**config.mk**
```make
export PLATFORM = sky130hd
export DESIGN_NAME = product_host_driver
export DESIGN_NICKNAME = d
export VERILOG_FILES = /design/src/rtl/product_host_driver.sv
export SDC_FILE = /design/constraint.sdc
export NUM_CORES = 1
export LEC_CHECK = 0
export CORE_MARGIN = 10
export CORE_UTILIZATION = 50
export DETAILED_ROUTE_END_ITERATION = 10
export PLACE_DENSITY_LB_ADDON = 0.15
export SYNTH_ARGS = -nofsm -noshare
export SYNTH_HDL_FRONTEND = slang
export SYNTH_SLANG_ARGS = --single-unit
```
**constraint.sdc**
```tcl
create_clock -name clk -period 3.43 [get_ports clk]
set_input_delay 0.686 -clock clk [delete_from_list [all_inputs] [get_ports clk]]
set_output_delay 0.686 -clock clk [all_outputs]
set_load 0.05 [all_outputs]
```
**src/rtl/product_host_driver.sv**
```systemverilog
// product_host_driver: host-side sequencer for the nibble-serial 8x8 multiplier tile
module product_host_driver #(
  parameter int CLK_DIV = 2
) (
  input  logic        clk,
  input  logic        reset,
  input  logic        in_valid,
  output logic        in_ready,
  input  logic [7:0]  a,
  input  logic [7:0]  b,
  output logic [7:0]  tile_io_in,
  input  logic [7:0]  tile_io_out,
  output logic        out_valid,
  input  logic        out_ready,
  output logic [15:0] result
);
  typedef enum logic [1:0] {IDLE, RUN, DONE} state_t;
  localparam logic [7:0] DM1 = 8'(CLK_DIV - 1);
  state_t      state_q, state_d;
  logic [7:0]  div_q, div_d;
  logic        hi_q, hi_d;
  logic [2:0]  k_q, k_d;
  logic [7:0]  a_q, a_d, b_q, b_d;
  logic        in_ready_q, in_ready_d;
  logic        out_valid_q, out_valid_d;
  logic [15:0] result_q, result_d;
  logic [7:0]  io_q, io_d;
  logic        wrap, nhi;
  logic [7:0]  ndiv;
  logic [2:0]  nk;
  logic [3:0]  nib;
  // Advance the pulse position one cycle ahead so the registered pins match the current cycle
  always_comb begin
    state_d     = state_q;
    div_d       = div_q;
    hi_d        = hi_q;
    k_d         = k_q;
    a_d         = a_q;
    b_d         = b_q;
    in_ready_d  = in_ready_q;
    out_valid_d = out_valid_q;
    result_d    = result_q;
    io_d        = io_q;
    wrap        = div_q == DM1;
    ndiv        = wrap ? 8'd0 : div_q + 8'd1;
    nhi         = wrap ? ~hi_q : hi_q;
    nk          = (wrap && hi_q) ? k_q + 3'd1 : k_q;
    nib         = nk == 3'd1 ? a_q[7:4] :
                  nk == 3'd2 ? a_q[3:0] :
                  nk == 3'd3 ? b_q[7:4] :
                  nk == 3'd4 ? b_q[3:0] : 4'h0;
    case (state_q)
      IDLE: if (in_valid) begin
        state_d    = RUN;
        a_d        = a;
        b_d        = b;
        in_ready_d = 1'b0;
        div_d      = 8'd0;
        hi_d       = 1'b0;
        k_d        = 3'd0;
        io_d       = 8'h02;
      end
      RUN: begin
        div_d = ndiv;
        hi_d  = nhi;
        k_d   = nk;
        io_d  = {nib, 2'b00, nk == 3'd0, nhi};
        if (k_q == 3'd6 && !hi_q && wrap) result_d[15:8] = tile_io_out;
        if (k_q == 3'd7 && wrap) begin
          result_d[7:0] = tile_io_out;
          state_d       = DONE;
          out_valid_d   = 1'b1;
          io_d          = 8'h00;
        end
      end
      DONE: if (out_ready) begin
        state_d     = IDLE;
        out_valid_d = 1'b0;
        in_ready_d  = 1'b1;
      end
      default: state_d = IDLE;
    endcase
  end
  // State and registered outputs
  always_ff @(posedge clk) begin
    if (reset) begin
      state_q     <= IDLE;
      div_q       <= 8'd0;
      hi_q        <= 1'b0;
      k_q         <= 3'd0;
      a_q         <= 8'd0;
      b_q         <= 8'd0;
      in_ready_q  <= 1'b1;
      out_valid_q <= 1'b0;
      result_q    <= 16'd0;
      io_q        <= 8'd0;
    end else begin
      state_q     <= state_d;
      div_q       <= div_d;
      hi_q        <= hi_d;
      k_q         <= k_d;
      a_q         <= a_d;
      b_q         <= b_d;
      in_ready_q  <= in_ready_d;
      out_valid_q <= out_valid_d;
      result_q    <= result_d;
      io_q        <= io_d;
    end
  end
  assign in_ready   = in_ready_q;
  assign out_valid  = out_valid_q;
  assign result     = result_q;
  assign tile_io_in = io_q;
endmodule
```
Word-level counts from Yosys, hierarchy flattened --
Cells that the tools add are included.
Operators by class: add/sub/neg operators 2, equality and inequality tests 12, muxes and demuxes 25, bitwise operators 1, reductions and logical operators 17
Operators by type and width (number):
- 8-bit two-way mux | 4
- 8-bit one-hot mux with 2 select lines | 2
- 4-bit two-way mux | 4
- 3-bit equality test (second input constant) | 3
- 3-bit AND reduction | 3
- 8-bit by 1-bit adder with 8-bit output (second input constant) | 1
- 8-bit by 1-bit equality test with 1-bit output (second input constant) | 1
- 2-bit AND reduction | 4
- 3-bit by 2-bit equality test with 1-bit output (second input constant) | 2
- 2-bit two-way mux | 3
- 3-bit two-way mux | 2
- 2-bit != test (second input constant) | 3
- 1-bit one-hot mux with 2 select lines | 3
- 2-bit one-hot mux with 3 select lines | 1
- 3-bit one-hot mux with 2 select lines | 1
- 2-bit nonzero test | 3
- 1-bit two-way mux | 5
- 1-bit logical AND | 4
- 3-bit by 1-bit adder with 3-bit output (second input constant) | 1
- 3-bit by 1-bit equality test with 1-bit output (second input constant) | 1
- 3-bit logical NOT | 1
- 2-bit by 1-bit equality test with 1-bit output (second input constant) | 1
- 2-bit equality test (second input constant) | 1
- 2-bit logical NOT | 1
- other kinds (2) | 2
Storage, ports and cells: bits in registers 56, input port bits 28, output and inout port bits 26, logic and storage cells 68

Depth between registers and ports, before layout --
Gate-level depths: netlist (run 1).
depth after elaboration 10, gate-level depth with buffers 10

Worst setup path after synthesis (run 1) --
Ideal clock, no wire load.
kind register to register, start register div_q[0], end register io_q[4], in the netlist tile_io_in[4], setup time 131 ps, arrival 2233 ps, required time 3299 ps, slack 1066 ps, stages on the path, launching flop included 10, path buffers 1, clock period less this slack 2364 ps, path through dfxtp_1 -> ha_1 -> nor4b_2 -> and2_1 -> ha_1 -> buf_4 -> or3b_1 -> mux2_4 -> o221ai_1 -> a221oi_1
On the way: cells in the longest elaborated chain, start to end 10, elaborated cells on any way between the ends 14
RTL lines:
- start: declaration | line 20 | logic [7:0] div_q, div_d;
- start signal: assignment | line 99 | div_q <= div_d;
- 8-bit by 1-bit equality test with 1-bit output (*) | line 44 | wrap = div_q == DM1;
- 1-bit logical AND | line 47 | nk = (wrap && hi_q) ? k_q + 3'd1 : k_q;
- 3-bit two-way mux | line 47
- 3-bit equality test | line 51 | nk == 3'd4 ? b_q[3:0] : 4'h0;
- 4-bit two-way mux | line 51
- 4-bit two-way mux | line 50 | nk == 3'd3 ? b_q[7:4] :
- 4-bit two-way mux | line 49 | nk == 3'd2 ? a_q[3:0] :
- 4-bit two-way mux | line 48 | nib = nk == 3'd1 ? a_q[7:4] :
- 8-bit two-way mux (*) | line 69 | if (k_q == 3'd7 && wrap) begin
- 8-bit one-hot mux with 2 select lines (*) | line 52 | case (state_q)
- end signal: assignment | line 107 | io_q <= io_d;
- end: declaration | line 27 | logic [7:0] io_q, io_d;
Mark *: on every way between the ends. The rest lies on a longest branch, timed or not. A chain may end at the register's enable or synchronous reset.

Worst setup path in the final report (run 1) --
Ends and elaborated chain as after synthesis.

==> flow_metrics.env, run 1 <==
export IMPL_status="complete, no violations"
export IMPL_drv_cap=0
export IMPL_crit_type="flip-flop to flip-flop"
export IMPL_grt_pass1_wl_mm=9.42
export IMPL_setup_tns_ps=0
export IMPL_dieArea_mm2=0.00802
export IMPL_hold_buffers=0
export IMPL_r2r_end="tile_io_in[4]$_SDFFE_PP0P_"
export IMPL_vias_per_cell=5.51
export IMPL_cts_clk_slew_worst_paths_ps=100
export IMPL_drt_initial_drc_count=98
export IMPL_ys_seq_area_share_pct=44.7
export IMPL_synth_warning_count=0
export IMPL_netlist_area_mm2=0.00242
export IMPL_rsz0062_at_grt="false"
export IMPL_worstHoldPathCells=2
export IMPL_period_share_pct=79.3
export IMPL_routedWlPerCell_um=15.2
export IMPL_die_y_um=89.5
export IMPL_timing_rr_start="div_q[0]$_SDFFE_PP0P_"
export IMPL_rows=25
export IMPL_critPathArrivalTime_ps=2870
export IMPL_max_vdd_ir_drop_v=0.000283
export IMPL_start_util_pct=51.5
export IMPL_r2r_cells=8
export IMPL_synth_cells=271
export IMPL_postCtsSetupBuffers=0
export IMPL_drive_gt1_share_pct=5.70
export IMPL_worst_r2r_setup_slack_ps=710
export IMPL_clock_latency_ps=310
export IMPL_p_per_area_mw_per_mm2=378
export IMPL_gp_congestion=0.834
export IMPL_async_reset_ff_share_pct=0
export IMPL_cts_buffers=5
export IMPL_vias=2037
export IMPL_fin_cells=370
export IMPL_cts_resized=0
export IMPL_crit_path_max_fanout=10
export IMPL_overflow=0
export IMPL_slowest_delay_ps=470
export IMPL_tightest_slew_ps=967
export IMPL_cp_common_cell="ha_1"
export IMPL_cts_tree="yes"
export IMPL_p_leak_nw=1.25
export IMPL_slew_viol_final=0
export IMPL_core_mm2=0.00469
export IMPL_die_x_um=89.5
export IMPL_htreeDepth=2
export IMPL_cts_sinks=54
export IMPL_synth_edf_count=0
export IMPL_hold_viol=0
export IMPL_grt_usage_pct=14.8
export IMPL_dp_hpwl_mm=3.98
export IMPL_finClkSkew_ps=6.84
export IMPL_setup_viol=0
export IMPL_fmax_mhz=368
export IMPL_totalWireLength_mm=5.62
export IMPL_drc=0
export IMPL_worstHoldEndpoint="b_q[1]$_SDFFE_PP0P_"
export IMPL_crit_path_end_kind="flip-flop"
export IMPL_portBuffers=51
export IMPL_synth_flop_cell="dfxtp_1"
export IMPL_ios=54
export IMPL_max_slew_margin_pct=35.6
export IMPL_cts_buffer_depth=2
export IMPL_min_period_ps=2720
export IMPL_start_kind="flip-flop"
export IMPL_placed_cells=362
export IMPL_synth_seq_cells=54
export IMPL_syn_to_final_growth_pct=24.6
export IMPL_grt_antenna_before_repair=0
export IMPL_n_antenna_cell=0
export IMPL_grt_start_max_net_pins=55
export IMPL_hold_class="flip-flop to flip-flop"
export IMPL_crit_required_ps=3580
export IMPL_hp_start="b_q[1]$_SDFFE_PP0P_"
export IMPL_crit_chain="ha_1 -> nor4b_2 -> and2_1 -> ha_1 -> or3b_1 -> mux2_4 -> o221ai_1 -> a221oi_1"
export IMPL_syn_mean_instance_area_um2=8.92
export IMPL_crit_slowest_cell="or3b_1"
export IMPL_nets=349
export IMPL_drt_pass1_iterations=4
export IMPL_first_global_vias=1995
export IMPL_synth_cell_type_count=45
export IMPL_clock_root_buffer="clkbuf_8"
export IMPL_postRouteAntennaNets=0
cells in the mapped netlist (3+ instances only):
cell type  number  area, um^2
a21boi_0        4        30.0
a21boi_1        4        30.0
a21oi_1        27         135
a221oi_1        4        35.0
a22oi_1         6        45.0
a311oi_1        5        43.8
and3_1          3        18.8
buf_4           5        37.5
clkbuf_1        9        33.8
dfxtp_1        54        1080
ha_1            6        75.1
inv_1           7        26.3
mux2i_1        19         190
nand2_1        43         161
nand2b_1        5        31.3
nand3_1         5        25.0
nor2_1         25        93.8
nor3_1          4        20.0
o221ai_1        4        35.0
critical path, delay by kind of cell, from the launching register on:
family,cells,cell delay (ps)
compound gates,2,320
fa+ha+maj,2,510
simple gates,3,1040
flops,1,390
mux,1,310
state kept, by name, summed over array words and instances, names as in the netlist:
name	cells
div_q	8
hi_q	1
a_q	8
k_q	3
result	16
tile_io_in	6
in_ready	1
state_q	2
out_valid	1
b_q	8
kinds of logic (layout without fill, tap and decap cells):
kind of cell	count (synthesis)	in the layout	synth area share [%]
simple gates	98	98	19.2
compound gates	65	65	18.5
flops	54	54	44.7
buf+inv	25	69	5.07
mux	21	21	8.95
fa+ha+maj	6	6	3.11
other cells	1	2	0.155
xor+xnor	1	1	0.362
per-stage QoR:
stage / hold slack [ps] / power, W / cell area (um^2) / utilization (%) / setup slack, ps
after floorplan: 433 / 0.000737 / 2420 / - / 1070
after global placement: 444 / 0.000786 / 2920 / 62.2 / 802
after detailed placement: 447 / 0.000787 / 2920 / 62.2 / 770
after CTS: 460 / 0.00115 / 3010 / 64.2 / 749
after global routing: 483 / 0.00119 / 3010 / 64.2 / 542
final: 458 / 0.00114 / 3010 / 64.2 / 711
worst max-delay path by stage:
stage               depth (start not counted)                   from                         end
global route                                8  div_q[0]$_SDFFE_PP0P_  tile_io_in[4]$_SDFFE_PP0P_
global placement                            8  div_q[0]$_SDFFE_PP0P_  tile_io_in[4]$_SDFFE_PP0P_
CTS                                         8  div_q[0]$_SDFFE_PP0P_  tile_io_in[4]$_SDFFE_PP0P_
floorplan                                   9  div_q[0]$_SDFFE_PP0P_  tile_io_in[4]$_SDFFE_PP0P_
detailed placement                          8  div_q[0]$_SDFFE_PP0P_  tile_io_in[5]$_SDFFE_PP0P_
finish                                      8  div_q[0]$_SDFFE_PP0P_  tile_io_in[4]$_SDFFE_PP0P_
final cells by class:
type	instances	area (um^2)
fillers	421	1680
multi-input cells	193	1220
clock buffers	6	82.6
inverters	8	30.0
clock inverters	2	12.5
flip-flops and latches	54	1080
repair buffers	53	520
well taps	54	67.6
where the power goes:
| part | total, W | switching [W] | internal, W |
|---|---|---|---|
| Combinational | 0.000120 | 0.0000674 | 0.0000525 |
| Sequential | 0.000653 | 0.0000107 | 0.000642 |
| Clock | 0.000366 | 0.000204 | 0.000163 |
cells in the final DEF (no fill, tap or decap), types with 2 or more instances in the layout:
cell type,count
clkdlybuf4s50_1,50
a22oi_1,6
a41oi_1,2
ha_1,6
mux2i_1,19
buf_4,2
a221oi_1,4
a21boi_0,4
nand4_1,2
nand3_1,5
o21ai_1,2
and3_1,3
or3b_1,2
a21boi_1,4
conb_1,2
a21oi_1,27
nor2_1,25
a311oi_1,5
a32oi_1,2
nor3_1,4
o221ai_1,4
nand2b_1,5
dfxtp_1,54
clkbuf_8,6
nand2_1,43
inv_1,7
per-layer routing:
layer	wire [um]	GRT usage [%]
met3	418	6.38
met1	2680	19.0
met5	0	0
met4	44	3.32
met2	2470	22.2
No activity file was read; power rests on OpenSTA's default activity.
==> inputs of run 2 (changes only) <==
--- a/config.mk
+++ b/config.mk
@@ -6,7 +6,7 @@
 export NUM_CORES = 1
 export LEC_CHECK = 0
 export CORE_MARGIN = 10
-export CORE_UTILIZATION = 50
+export CORE_UTILIZATION = 45
 export DETAILED_ROUTE_END_ITERATION = 10
 export PLACE_DENSITY_LB_ADDON = 0.15
 export SYNTH_ARGS = -nofsm -noshare
==> constraint.sdc (replaced) <==
create_clock -name clk -period 2.38 [get_ports clk]
set_input_delay 0.476 -clock clk [delete_from_list [all_inputs] [get_ports clk]]
set_output_delay 0.476 -clock clk [all_outputs]
set_load 0.05 [all_outputs]
==> run 2 against run 1 <==
  * Clock skew down 2.3 ps
  * Die area grew 8.6%
  * Largest cell class unchanged
  * Clock-buffer cell count decreased by 1
  * Sequential share of layout area decreased by 1.7 points
==> flow_metrics.env, run 2 (synthesis results as in run 1) <==
export IMPL_status="complete, no violations"
export IMPL_die_x_um=93.3
export IMPL_layout_common_cells="52 x dfxtp_1, 50 x clkdlybuf4s50_1, 43 x nand2_1"
export IMPL_drc=0
export IMPL_dp_hpwl_mm=4.21
export IMPL_clock_latency_ps=310
export IMPL_crit_chain="inv_1 -> ha_1 -> nor4b_2 -> and2_1 -> ha_2 -> buf_6 -> or4b_4 -> a21boi_1 -> o221ai_2 -> a221oi_1"
export IMPL_crit_path_end_kind="flip-flop"
export IMPL_overflow=0
export IMPL_largest_reg_flops=16
export IMPL_n_antenna_cell=0
export IMPL_rsz0062_at_grt="true"
export IMPL_power_w=0.00163
export IMPL_critPathArrivalTime_ps=2520
export IMPL_max_slew_margin_pct=62.4
export IMPL_p_leak_nw=1.30
export IMPL_grt_pass1_wl_mm=9.92
export IMPL_finClkSkew_ps=4.53
export IMPL_cts_buffers=5
export IMPL_dieArea_mm2=0.00870
export IMPL_grt_usage_pct=13.8
export IMPL_drive_gt1_share_pct=11.9
export IMPL_routedWlPerCell_um=14.6
export IMPL_first_global_vias=2035
export IMPL_clock_root_buffer="clkbuf_8"
export IMPL_path_buf_inv=2
export IMPL_tightest_slew_ps=565
export IMPL_slowest_delay_ps=510
export IMPL_gp_congestion=0.871
export IMPL_crit_required_ps=2610
export IMPL_hold_class="flip-flop to flip-flop"
export IMPL_crit_type="flip-flop to flip-flop"
export IMPL_max_vdd_ir_drop_v=0.000346
export IMPL_setup_tns_ps=0
export IMPL_fmax_mhz=436
export IMPL_portBuffers=51
export IMPL_totalWireLength_mm=5.80
export IMPL_grt_start_max_net_pins=29
export IMPL_rows=26
export IMPL_vias=2093
export IMPL_cts_tree="yes"
export IMPL_cts_sinks=54
export IMPL_cts_clk_slew_worst_paths_ps=100
export IMPL_drt_pass1_iterations=4
export IMPL_start_kind="flip-flop"
export IMPL_hold_buffers=0
export IMPL_drv_cap=0
export IMPL_htreeDepth=2
export IMPL_min_period_ps=2290
export IMPL_die_y_um=93.3
export IMPL_start_util_pct=46.7
export IMPL_cp_top_family="simple AND/OR/NAND/NOR gates"
export IMPL_grt_antenna_before_repair=0
export IMPL_crit_slowest_cell="or4b_4"
export IMPL_ios=54
export IMPL_layout_commonest_cell="dfxtp_1"
export IMPL_p_per_area_mw_per_mm2=514
export IMPL_syn_to_final_growth_pct=31.3
export IMPL_period_share_pct=96.4
export IMPL_cts_buffer_depth=2
export IMPL_hold_viol=0
export IMPL_slew_viol_final=0
export IMPL_drt_initial_drc_count=65
export IMPL_crit_path_max_fanout=9
export IMPL_postRouteAntennaNets=0
export IMPL_core_mm2=0.00517
export IMPL_vias_per_cell=5.27
export IMPL_nets=361
export IMPL_setup_viol=0
==> run 2: layout make-up <==
class | count | area [um^2]
timing repair buffer | 65 | 627
inverter | 8 | 30.0
multi-input combinational | 193 | 1260
clock inverter | 2 | 15.0
clock buffer | 5 | 68.8
tap | 70 | 87.6
sequential | 54 | 1080
fill | 451 | 2000
==> run 2: metal layers <==
metal / global-route usage [%] / vias up / share of wire (%)
met3: 5.52 / 5 / 7.2
met5: 0 / - / 0
li1: - / 1067 / -
met2: 20.4 / 48 / 45
met4: 3.86 / 0 / 0.72
met1: 18.1 / 973 / 47
==> run 2: final timing paths <==
check / cells after the start / slack [ps] / startpoint / end
setup / recovery: 10 / 90 / div_q[1]$_SDFFE_PP0P_ / tile_io_in[4]$_SDFFE_PP0P_
hold / removal: 2 / 460 / a_q[4]$_SDFFE_PP0P_ / a_q[4]$_SDFFE_PP0P_
hold reg to reg: 2 / 460 / a_q[4]$_SDFFE_PP0P_ / a_q[4]$_SDFFE_PP0P_
setup reg to reg: 10 / 90 / div_q[1]$_SDFFE_PP0P_ / tile_io_in[4]$_SDFFE_PP0P_
==> run 2: power by group <==
part | switching, W | total, W | internal (W)
Combinational | 0.000100 | 0.000186 | 0.0000860
Clock | 0.000304 | 0.000505 | 0.000202
Sequential | 0.0000148 | 0.000941 | 0.000926
Total | 0.000419 | 0.00163 | 0.00121
==> run 2: through the flow <==
stage | area [um^2] | std cells | utilization, % | hold WS, ps | setup slack, ps
detailed placement | 3030 | 389 | 58.6 | 449 | 21.6
CTS | 3140 | 397 | 60.6 | 463 | 1.20
global route | 3170 | 397 | 61.3 | 484 | -23.7
floorplan | 2420 | 272 | - | 433 | 16.3
global placement | 3030 | 389 | 58.6 | 443 | 80.9
finish | 3170 | 397 | 61.3 | 462 | 86.9
==> run 2: what timing repair did <==
action,CTS,global route
buffers inserted,1,0
cloned,0,0
pin swaps,3,2
gates resized for setup,5,7
endpoints found under the setup margin,2,4
==> run 2: tightest hold or removal path, cell delays in order (launching register included) <==
cell and delay (ps):
dfxtp_1 320, nand2_1 50, a21oi_1 50
